**src/rtl/serial_pkg.sv**
```systemverilog
// Shared types for the bit-serial adder datapath: FSM state encoding and counter sizing.
package serial_pkg;

    typedef enum logic [1:0] {
        IDLE  = 2'd0,
        SHIFT = 2'd1,
        FLUSH = 2'd2
    } state_t;

    // Bit-index counter width for a frame of the given operand width.
    function automatic int cnt_width(input int width);
        return (width > 1) ? $clog2(width) : 1;
    endfunction

endpackage

```
**src/rtl/serial_operand_feeder_if.sv**
```systemverilog
// Operand handshake plus serial bit stream between the feeder and the bit-serial adder.
// master = upstream driver / adder side, slave = feeder.
interface serial_operand_feeder_if #(parameter int WIDTH = 8);
    logic             in_valid;
    logic             in_ready;
    logic [WIDTH-1:0] a_in;
    logic [WIDTH-1:0] b_in;
    logic             shift_en;
    logic             a_bit;
    logic             b_bit;
    logic             bit_valid;
    logic             bit_first;
    logic             bit_last;
    logic             carry_slot;
    logic             busy;
    logic             done;

    modport master (
        output in_valid, a_in, b_in, shift_en,
        input  in_ready, a_bit, b_bit, bit_valid, bit_first, bit_last,
               carry_slot, busy, done
    );

    modport slave (
        input  in_valid, a_in, b_in, shift_en,
        output in_ready, a_bit, b_bit, bit_valid, bit_first, bit_last,
               carry_slot, busy, done
    );
endinterface

```
**src/rtl/piso_shift_reg.sv**
```systemverilog
// Parallel-in serial-out register, LSB first with zero fill; load wins over shift.
// Load/shift take effect on the next edge; no backpressure, the caller gates shift_en.
module piso_shift_reg #(
    parameter int WIDTH = 8
) (
    input  logic             clk,
    input  logic             reset,
    input  logic             load_en,
    input  logic             shift_en,
    input  logic [WIDTH-1:0] par_in,
    output logic             ser_out
);

    logic [WIDTH-1:0] sr_q;
    logic [WIDTH-1:0] sr_d;

    always_comb begin
        sr_d = sr_q;
        if (load_en) begin
            sr_d = par_in;
        end else if (shift_en) begin
            sr_d = {1'b0, sr_q[WIDTH-1:1]};
        end
    end

    always_ff @(posedge clk or posedge reset) begin
        if (reset) begin
            sr_q <= '0;
        end else begin
            sr_q <= sr_d;
        end
    end

    assign ser_out = sr_q[0];

endmodule

```
**src/rtl/serial_operand_feeder.sv**
```systemverilog
// Serializes an operand pair LSB-first, then one zero flush slot for the adder carry-out.
// First bit 1 cycle after accept; shift_en low freezes everything; in_ready only in IDLE.
module serial_operand_feeder
    import serial_pkg::*;
#(
    parameter int WIDTH = 8
) (
    input  logic                    clk,
    input  logic                    reset,
    serial_operand_feeder_if.slave  bus
);

    localparam int CNT_W = cnt_width(WIDTH);
    localparam logic [CNT_W-1:0] LAST_IDX = CNT_W'(WIDTH - 1);

    state_t           state_q;
    state_t           state_d;
    logic [CNT_W-1:0] cnt_q;
    logic [CNT_W-1:0] cnt_d;
    logic             load;
    logic             shift;

    always_comb begin
        state_d = state_q;
        cnt_d   = cnt_q;
        load    = 1'b0;
        shift   = 1'b0;
        case (state_q)
            IDLE: begin
                if (bus.in_valid) begin
                    load    = 1'b1;
                    cnt_d   = '0;
                    state_d = SHIFT;
                end
            end
            SHIFT: begin
                if (bus.shift_en) begin
                    shift = 1'b1;
                    cnt_d = cnt_q + CNT_W'(1);
                    if (cnt_q == LAST_IDX) begin
                        state_d = FLUSH;
                    end
                end
            end
            FLUSH: begin
                if (bus.shift_en) begin
                    state_d = IDLE;
                end
            end
            default: state_d = IDLE;
        endcase
    end

    always_ff @(posedge clk or posedge reset) begin
        if (reset) begin
            state_q <= IDLE;
            cnt_q   <= '0;
        end else begin
            state_q <= state_d;
            cnt_q   <= cnt_d;
        end
    end

    // After WIDTH shifts both registers are already zero, so FLUSH and IDLE drive 0/0.
    piso_shift_reg #(.WIDTH(WIDTH)) u_a_sr (
        .clk      (clk),
        .reset    (reset),
        .load_en  (load),
        .shift_en (shift),
        .par_in   (bus.a_in),
        .ser_out  (bus.a_bit)
    );

    piso_shift_reg #(.WIDTH(WIDTH)) u_b_sr (
        .clk      (clk),
        .reset    (reset),
        .load_en  (load),
        .shift_en (shift),
        .par_in   (bus.b_in),
        .ser_out  (bus.b_bit)
    );

    assign bus.in_ready   = (state_q == IDLE);
    assign bus.busy       = (state_q != IDLE);
    assign bus.bit_valid  = (state_q == SHIFT);
    assign bus.bit_first  = (state_q == SHIFT) && (cnt_q == '0);
    assign bus.bit_last   = (state_q == SHIFT) && (cnt_q == LAST_IDX);
    assign bus.carry_slot = (state_q == FLUSH);
    assign bus.done       = (state_q == FLUSH) && bus.shift_en;

endmodule

```
**src/flat_wrapper.sv**
```systemverilog
// flat-port wrapper written by rule: the top's interface ports become plain ports
module serial_operand_feeder_flat import serial_pkg::*;
#(
    parameter int WIDTH = 8
)
  (clk, reset, bus_in_valid, bus_a_in, bus_b_in, bus_shift_en, bus_in_ready, bus_a_bit, bus_b_bit, bus_bit_valid, bus_bit_first, bus_bit_last, bus_carry_slot, bus_busy, bus_done);
  serial_operand_feeder_if #(.WIDTH(WIDTH)) bus_i ();
  input  logic clk;
  input  logic reset;
  input wire logic [$bits(bus_i.in_valid)-1:0] bus_in_valid;
  input wire logic [$bits(bus_i.a_in)-1:0] bus_a_in;
  input wire logic [$bits(bus_i.b_in)-1:0] bus_b_in;
  input wire logic [$bits(bus_i.shift_en)-1:0] bus_shift_en;
  output wire logic [$bits(bus_i.in_ready)-1:0] bus_in_ready;
  output wire logic [$bits(bus_i.a_bit)-1:0] bus_a_bit;
  output wire logic [$bits(bus_i.b_bit)-1:0] bus_b_bit;
  output wire logic [$bits(bus_i.bit_valid)-1:0] bus_bit_valid;
  output wire logic [$bits(bus_i.bit_first)-1:0] bus_bit_first;
  output wire logic [$bits(bus_i.bit_last)-1:0] bus_bit_last;
  output wire logic [$bits(bus_i.carry_slot)-1:0] bus_carry_slot;
  output wire logic [$bits(bus_i.busy)-1:0] bus_busy;
  output wire logic [$bits(bus_i.done)-1:0] bus_done;
  assign bus_i.in_valid = bus_in_valid;
  assign bus_i.a_in = bus_a_in;
  assign bus_i.b_in = bus_b_in;
  assign bus_i.shift_en = bus_shift_en;
  assign bus_in_ready = bus_i.in_ready;
  assign bus_a_bit = bus_i.a_bit;
  assign bus_b_bit = bus_i.b_bit;
  assign bus_bit_valid = bus_i.bit_valid;
  assign bus_bit_first = bus_i.bit_first;
  assign bus_bit_last = bus_i.bit_last;
  assign bus_carry_slot = bus_i.carry_slot;
  assign bus_busy = bus_i.busy;
  assign bus_done = bus_i.done;
  serial_operand_feeder #(.WIDTH(WIDTH)) u_core (.clk(clk), .reset(reset), .bus(bus_i));
endmodule
```
**config.mk**
```make
export PLATFORM = sky130hd
export DESIGN_NAME = serial_operand_feeder_flat
export DESIGN_NICKNAME = d
export VERILOG_FILES = /design/src/rtl/serial_pkg.sv /design/src/rtl/serial_operand_feeder_if.sv /design/src/rtl/piso_shift_reg.sv /design/src/rtl/serial_operand_feeder.sv /design/src/flat_wrapper.sv
export SDC_FILE = /design/constraint.sdc
export NUM_CORES = 1
export LEC_CHECK = 0
export CAP_MARGIN = 20
export CORE_MARGIN = 8
export CORE_UTILIZATION = 50
export CTS_BUF_LIST = sky130_fd_sc_hd__clkbuf_4
export CTS_CLUSTER_DIAMETER = 100
export CTS_CLUSTER_SIZE = 14
export DETAILED_ROUTE_END_ITERATION = 10
export HOLD_SLACK_MARGIN = 0.12
export PLACE_DENSITY = 0.86
export SLEW_MARGIN = 10
export SYNTH_ARGS = -nofsm -noshare
export SYNTH_HDL_FRONTEND = slang
export SYNTH_HIERARCHICAL = 1
export SYNTH_SLANG_ARGS = --single-unit
```
**constraint.sdc**
```tcl
create_clock -name clk -period 3.15 [get_ports clk]
set_clock_uncertainty 0.15 [all_clocks]
set_input_delay 0.7875 -clock clk [delete_from_list [all_inputs] [get_ports clk]]
set_output_delay 0.7875 -clock clk [all_outputs]
set_load 0.1 [all_outputs]
```
-- Yosys cells after proc, flatten, opt, wreduce, memory -nomap -nowiden
Index checks and enable logic that the tools add are counted.
- register bits after elaboration: 21
- memories kept: 0
- ROM bits: 0
- bits in latches: 0
- input bits: 20
- logic and storage cells: 38
- RAM bits: 0
- output and inout bits: 9
- divide/modulo/power cells: 0
- bitwise logic cells: 0
- shift operators: 0
- equality and inequality tests: 7
- reduce and logical (&&, ||, !) cells: 10
- multipliers: 0
- add/sub/neg operators: 1
- mux-type cells: 16
- magnitude comparators: 0
- operators by type and width (cell ; number):
    8-bit 2-to-1 mux ; 4
    2-bit 2-to-1 mux ; 4
    3-bit 2-to-1 mux ; 2
    2-bit != test, second input constant ; 3
    2-bit one-hot mux with 3 select lines ; 1
    3-bit one-hot mux with 2 select lines ; 1
    2-bit nonzero test ; 3
    1-bit 2-to-1 mux ; 4
    4-bit AND reduction ; 1
    3-bit by 1-bit adder with 3-bit output, second input constant ; 1
    3-bit equality test, second input constant ; 1
    1-bit logical AND ; 3
    3-bit logical NOT ; 1
    3-bit AND reduction ; 1
    2-bit by 1-bit equality test with 1-bit output, second input constant ; 1
    2-bit equality test, second input constant ; 1
    2-bit logical NOT ; 1
    2-bit by 1-bit != test with 1-bit output, second input constant ; 1

-- Logic depth before layout (Yosys ltp)
Gate-level depths: netlist (run 1).
- depth in word-level cells: 4
- gate-level depth with buffers: 6
- gate-level depth less buffers: 4

-- Hierarchy
Netlist (run 1), hierarchy kept.
- by module, submodules not included (module ; area an instance (um^2) ; cells each ; sequential area each (um^2) ; instances):
    piso_shift_reg ; 372.9 ; 35 ; 200.2 ; 2
    serial_operand_feeder ; 365.4 ; 35 ; 125.1 ; 1

-- Least setup slack after synthesis (run 1)
Ideal clock, no wire load.
- kind: register -> output
- from: register u_core.state_q[0]
- to: output port bus_done
- path slack: -566 ps
- data arrival time: 2778 ps
- path buffers: 1
- required time: 2213 ps
- stages on the path, launching flop included: 4
- cells stage by stage: dfrtp_1 buf_6 nor2b_1 and2_1
- cells in the longest elaborated chain, start to end: 2
- RTL lines (what ; RTL line ; text):
    from (decl) ; serial_operand_feeder.sv:16 ; state_t state_q;
    from (signal assigned) ; serial_operand_feeder.sv:59 ; state_q <= state_d;
    2-bit equality test ; n/a ;
    via bus_carry_slot ; flat_wrapper.sv:20 ; output wire logic [$bits(bus_i.carry_slot)-1:0] bus_carry_slot;
    1-bit logical AND ; serial_operand_feeder.sv:89 ; assign bus.done = (state_q == FLUSH) && bus.shift_en;
    to (decl) ; flat_wrapper.sv:22 ; output wire logic [$bits(bus_i.done)-1:0] bus_done;
The timed path passes the listed nets, and every way through them passes these cells.

-- Worst setup path after layout (run 1)
- from: input port bus_shift_en
- to: output port bus_done
- cells in the longest elaborated chain, start to end: 1
- RTL lines (what ; RTL line ; text):
    from (decl) ; flat_wrapper.sv:13 ; input wire logic [$bits(bus_i.shift_en)-1:0] bus_shift_en;
    1-bit logical AND ; serial_operand_feeder.sv:89 ;
Every way passes these cells.

==> qor.txt, run 1 <==
Residual DRC: 0
Crit path to: bus_done
Mapped Cells: 105
Post-synthesis mux area share: 12.6%
Fmax: 391 MHz
Fin. max-slew vios: 0
Die Wd: 63.1 um
VDD IR max: 0.655 mV
Post-synthesis compound-gate area fraction: 11.6%
Initial core utilization: 51.7%
Initial drt markers: 11
Post-DP HPWL: 1.80 mm
LEAKAGE: 0.688 nW
R2R Path Start: u_core/state_q[0]$_DFFE_PP0P_
Max Root-Sink Buffers: 2
Cts bufs inserted: 3
GRT Resource Usage Total: 11.9%
Tcrit/Tclk final: 81.2%
Critical path startpoint category: input pin
Ant diodes: 0
Critical Path RT: 2.21 ns
Drt first pass iters: 4
Setup CP Type: input pin to output port
RSZ-0062 raised after global routing: false
CTS tree: done
Layout cells sized above 1: 14.9%
First-pass GRT wire length: 3.97 mm
Postcts setup bufs: 0
Area grow syn2layout: 26.9%
Sequential-to-total area share from yosys stat: 47.3%
Critical Path Source: bus_shift_en
Pwr dens: 882 nW/um^2
Crit-path max FO: 2
Worst Tran Pin Value: 0.368 ns
Worst Setup End Kind: output port
Placeable Area: 2150 sq um
Fin Setup TNS: 0 ns
Post-CTS sizing: 0
Die area: 3990 sq um
Die Ht: 63.1 um
Final hold vios: 0
Status: complete, no violations
Root Buffer: clkbuf_4
Post-layout min period: 2.56 ns
Max Cap Viol: 0
Synth Area in Simple Gates: 17.3%
R2R setup slack: 1.33 ns
Hold Path Class: register to register
Clock Latency Late Sink: 0.30 ns
Nets: 158
Data arrival, critical path: 1.62 ns
Via Count: 838
Initial antenna violation count: 0
Hold Crit Start: u_core/cnt_q[2]$_DFFE_PP0P_
Seq cells post-synth: 21
Syn Area/Cell: 10.6 sq um
CTS Sinks: 21
Ys Warns: 6
Final WL: 2.37 mm
R2R depth: 5
Post-synth cell types: 22
Clk slew on worst S/H paths: 0.11 ns
Buffers on Ports: 28
Vias in the first global route: 883
Post-Synth XOR/XNOR Area: 0%
Cell Area, Synth: 1110 sq um
Row Count: 17
CTS H-tree lvls: 1
Adder-cell share of the synthesized area: 3.38%
Total gr overflow: 0
Final setup violating endpoints: 0
Syn nets: 128
Post-CTS Hold Buffers: 0
Critical R2R Capture: u_core/u_b_sr/sr_q[4]$_DFFE_PP0P_
Antenna-violating nets left: 0
Main combinational cell family by area after synthesis: simple AND/OR/NAND/NOR gates
Largest net degree at the start of global routing: 33
Slew HR: 75.5%
IO Count: 29
Avg WL per Cell: 14.6 um
Via density: 5.17
Tot Pwr: 1.24 mW
Final hold slack: 0.415 ns
RePlAce Congestion: 0.778
==> worst min path at each step <==
stage                                  end  slack [ns]  cells past startpoint
2_1_floorplan  u_core/cnt_q[2]$_DFFE_PP0P_        0.35                      1
3_3_place_gp   u_core/cnt_q[2]$_DFFE_PP0P_        0.36                      1
3_5_place_dp   u_core/cnt_q[1]$_DFFE_PP0P_        0.39                      1
4_1_cts        u_core/cnt_q[1]$_DFFE_PP0P_        0.42                      1
5_1_grt        u_core/cnt_q[2]$_DFFE_PP0P_        0.44                      1
6_report       u_core/cnt_q[2]$_DFFE_PP0P_        0.41                      1
==> metrics by stage <==
stage | cells | utilization (%) | cell area [sq um] | worst slack [ns]
floorplan | 105 | - | 1120 | 0.00897
global placement | 158 | 64.2 | 1380 | 0.607
detailed placement | 158 | 64.2 | 1380 | 0.590
CTS | 162 | 65.6 | 1410 | 0.585
global route | 162 | 65.6 | 1410 | 0.525
finish | 162 | 65.6 | 1410 | 0.592
==> worst max-delay path, stage by stage <==
cell and delay (ns):
clkdlybuf4s50_1 0.47, and2_1 0.17, buf_12 0.18
==> state kept, by name (all words and copies together) (netlist names) <==
| signal | cells |
|---|---|
| u_core/cnt_q | 3 |
| u_core/state_q | 2 |
| u_core/u_a_sr/sr_q | 8 |
| u_core/u_b_sr/sr_q | 8 |
==> cells in the final DEF, fill, tap and decap left out, types with 4 or more instances in the layout <==
master,synthesis,routed
and2_1,4,4
and3b_1,4,4
buf_4,1,11
clkbuf_4,0,4
clkdlybuf4s50_1,0,19
dfrtp_1,21,21
inv_1,6,6
mux2i_1,14,14
nand2_1,16,16
o21ai_1,14,14
==> layer usage <==
| layer | vias to the layer above | global-route usage [%] | wire (um) |
|---|---|---|---|
| li1 | 417 | - | - |
| met5 | - | 0 | 0 |
| met1 | 401 | 12.6 | 1020 |
| met2 | 18 | 22.0 | 1200 |
| met4 | 0 | 1.71 | 16 |
| met3 | 2 | 4.77 | 128 |
==> synth_stat cells, drive strengths merged <==
master | count | area [sq um]
a211o | 3 | 26.3
a31o | 1 | 8.76
a31oi | 1 | 6.26
and2 | 4 | 25.0
and2b | 1 | 10.0
and3b | 4 | 35.0
and4b | 2 | 20.0
and4bb | 1 | 12.5
buf | 6 | 63.8
dfrtp | 21 | 526
ha | 3 | 37.5
inv | 6 | 22.5
mux2i | 14 | 140
nand2 | 16 | 60.1
nand2b | 2 | 12.5
nor2 | 1 | 3.75
nor2b | 1 | 6.26
nor3b | 1 | 7.51
o21ai | 16 | 80.1
o21bai | 1 | 7.51
==> power by group <==
| part | switching, mW | internal [mW] |
|---|---|---|
| registers | 0.0777 | 0.371 |
| clock network | 0.0761 | 0.0579 |
| logic | 0.443 | 0.218 |
| total | 0.597 | 0.647 |
==> cell type report <==
type | instances | area (sq um)
fill | 178 | 738
sequential | 21 | 526
multi-input combinational | 72 | 504
timing repair buffer | 31 | 293
tap | 28 | 35.0
clock buffer | 4 | 30.0
inverter | 6 | 22.5
==> kinds of logic (layout without fill, tap and decap cells) <==
logic type | Yosys count | count (layout)
AOI/OAI and AO/OA | 22 | 22
adders and majority gates | 3 | 3
buffers and inverters | 12 | 41
DFF | 21 | 21
muxes | 14 | 14
and+or+nand+nor | 33 | 33
Power figures use the tool's default switching activity.
==> run 2: changes to the inputs <==
==> constraint.sdc (replaced) <==
create_clock -name clk -period 2.45 [get_ports clk]
set_clock_uncertainty 0.15 [all_clocks]
set_input_delay 0.6125 -clock clk [delete_from_list [all_inputs] [get_ports clk]]
set_output_delay 0.6125 -clock clk [all_outputs]
set_load 0.1 [all_outputs]
==> run 2 against run 1 <==
Compared with the run above: total power increased by 37%; sequential power is 29% higher; die area stayed put; register-to-register slack lost 0.66 ns; clock-buffer cell count decreased by 1; worst setup slack lost 0.44 ns; first-iteration DRC count rose to 2.5 times the previous value; hold slack worse by 0.0051 ns; flip-flop and latch count stayed put; highest routed layer unchanged.
==> qor.txt, run 2 (synthesis gave the netlist of run 1 again) <==
Status: complete, no violations
Crit-path max cell delay: 0.59 ns
CTS tree: done
Worst Setup End Kind: output port
Cts bufs inserted: 3
Post-Layout Cell Count: 162
Reg area: 526 sq um
Hold Path Class: register to register
CTS Sinks: 21
Row Count: 17
Drt first pass iters: 4
Multi-input combinational cell area: 513 sq um
Vias in the first global route: 920
Pwr dens: 1140 nW/um^2
Placeable Area: 2150 sq um
IO Count: 29
Antenna-violating nets left: 0
Worst Tran Pin Value: 0.380 ns
Post-CTS sizing: 0
Max Root-Sink Buffers: 2
Critical path startpoint category: register
Die area: 3990 sq um
Ant diodes: 0
Most frequent cells in the layout: dfrtp_1 (21), clkdlybuf4s50_1 (19), nand2_1 (16)
Via density: 5.15
Final setup violating endpoints: 0
Top Registers: u_core/u_a_sr/sr_q (8), u_core/u_b_sr/sr_q (8), u_core/cnt_q (3)
Root Buffer: clkbuf_4
Total gr overflow: 0
Critical Path RT: 1.69 ns
Fin. max-slew vios: 0
Post-CTS Hold Buffers: 0
VDD IR max: 0.954 mV
Crit-path max FO: 12
Avg WL per Cell: 14.7 um
Data arrival, critical path: 1.54 ns
Slew HR: 74.7%
Fmax: 434 MHz
Initial antenna violation count: 0
Clock Latency Late Sink: 0.30 ns
Commonest non-fill, non-tap cell in the layout: dfrtp_1
Post-DP Area: 1480 sq um
Initial drt markers: 28
Residual DRC: 0
Largest net degree at the start of global routing: 33
Max Cap Viol: 0
Via Count: 835
Die Ht: 63.1 um
Layout cells sized above 1: 17.2%
Post-layout util: 70.0%
Placed instance count: 158
Post-layout min period: 2.30 ns
Final hold slack: 0.410 ns
Initial core utilization: 51.7%
Buffers on Ports: 28
Fillers: 166
Postcts setup bufs: 0
First-pass GRT wire length: 4.02 mm
Design area: 1500 sq um
Critical-path top delay cell: dfrtp_1
RePlAce Congestion: 0.768
RSZ-0062 raised after global routing: false
GRT Resource Usage Total: 12.0%
Final hold vios: 0
Final WL: 2.39 mm
Setup CP Type: register to output port
Post-DP HPWL: 1.88 mm
Area grow syn2layout: 35.4%
Nets: 158
Crit-path cells: and2b_4 -> and3b_2 -> buf_12
CTS H-tree lvls: 1
Tcrit/Tclk final: 94.0%
Die Wd: 63.1 um
Fin Setup TNS: 0 ns
LEAKAGE: 0.718 nW
Clk slew on worst S/H paths: 0.11 ns
## run 2: cell types whose count changed in the layout (fill, tap and decap cells not counted), sizes merged
cell    delta
clkinv     +1
clkbuf     -1
## run 2: final timing paths
| check | slack [ns] | start | to | depth (start not counted) |
|---|---|---|---|---|
| max reg2reg | 0.67 | u_core/state_q[0]$_DFFE_PP0P_ | u_core/u_a_sr/sr_q[4]$_DFFE_PP0P_ | 5 |
| min in group asynchronous | 0.42 | reset | u_core/cnt_q[2]$_DFFE_PP0P_ | 2 |
| max in group asynchronous | 1.46 | reset | u_core/u_b_sr/sr_q[7]$_DFFE_PP0P_ | 2 |
| min reg2reg | 0.41 | u_core/u_b_sr/sr_q[7]$_DFFE_PP0P_ | u_core/u_b_sr/sr_q[7]$_DFFE_PP0P_ | 2 |
| max | 0.15 | u_core/state_q[0]$_DFFE_PP0P_ | bus_bit_first | 3 |
| min | 0.41 | u_core/u_b_sr/sr_q[7]$_DFFE_PP0P_ | u_core/u_b_sr/sr_q[7]$_DFFE_PP0P_ | 2 |
## run 2: layout make-up
cell class	instances	share of cell area, %
multi-input cells	72	34.1
flip-flops and latches	21	34.9
repair buffers	31	25.3
well taps	28	2.33
inverters	6	1.50
clock buffers	3	1.50
clock inverters	1	0.333
## run 2: where the power goes
part | total, mW | switching, mW | leakage [nW] | internal (mW)
logic | 0.967 | 0.591 | 0.425 | 0.376
registers | 0.578 | 0.101 | 0.275 | 0.477
clock network | 0.162 | 0.101 | 0.0177 | 0.0607
## run 2: critical path, delay by kind of cell (launching register included)
| kind | cells | cell delay (ns) |
|---|---|---|
| and+or+nand+nor | 2 | 0.48 |
| DFF | 1 | 0.59 |
| buffers and inverters | 1 | 0.17 |
## run 2: layer usage
layer  share of wire, %  vias up  global-route usage (%)
met5                  0        -                       0
met4               0.67        0                    4.27
met3                4.6        2                    4.24
met2                 52       13                    22.7
met1                 42      400                    11.7
li1                   -      420                       -
## run 2: through the flow
stage	total power, mW	setup WS (ns)
CTS	1.72	0.126
detailed placement	1.56	0.272
global placement	1.52	0.275
floorplan	1.27	-0.272
finish	1.71	0.147
global route	1.80	0.0617
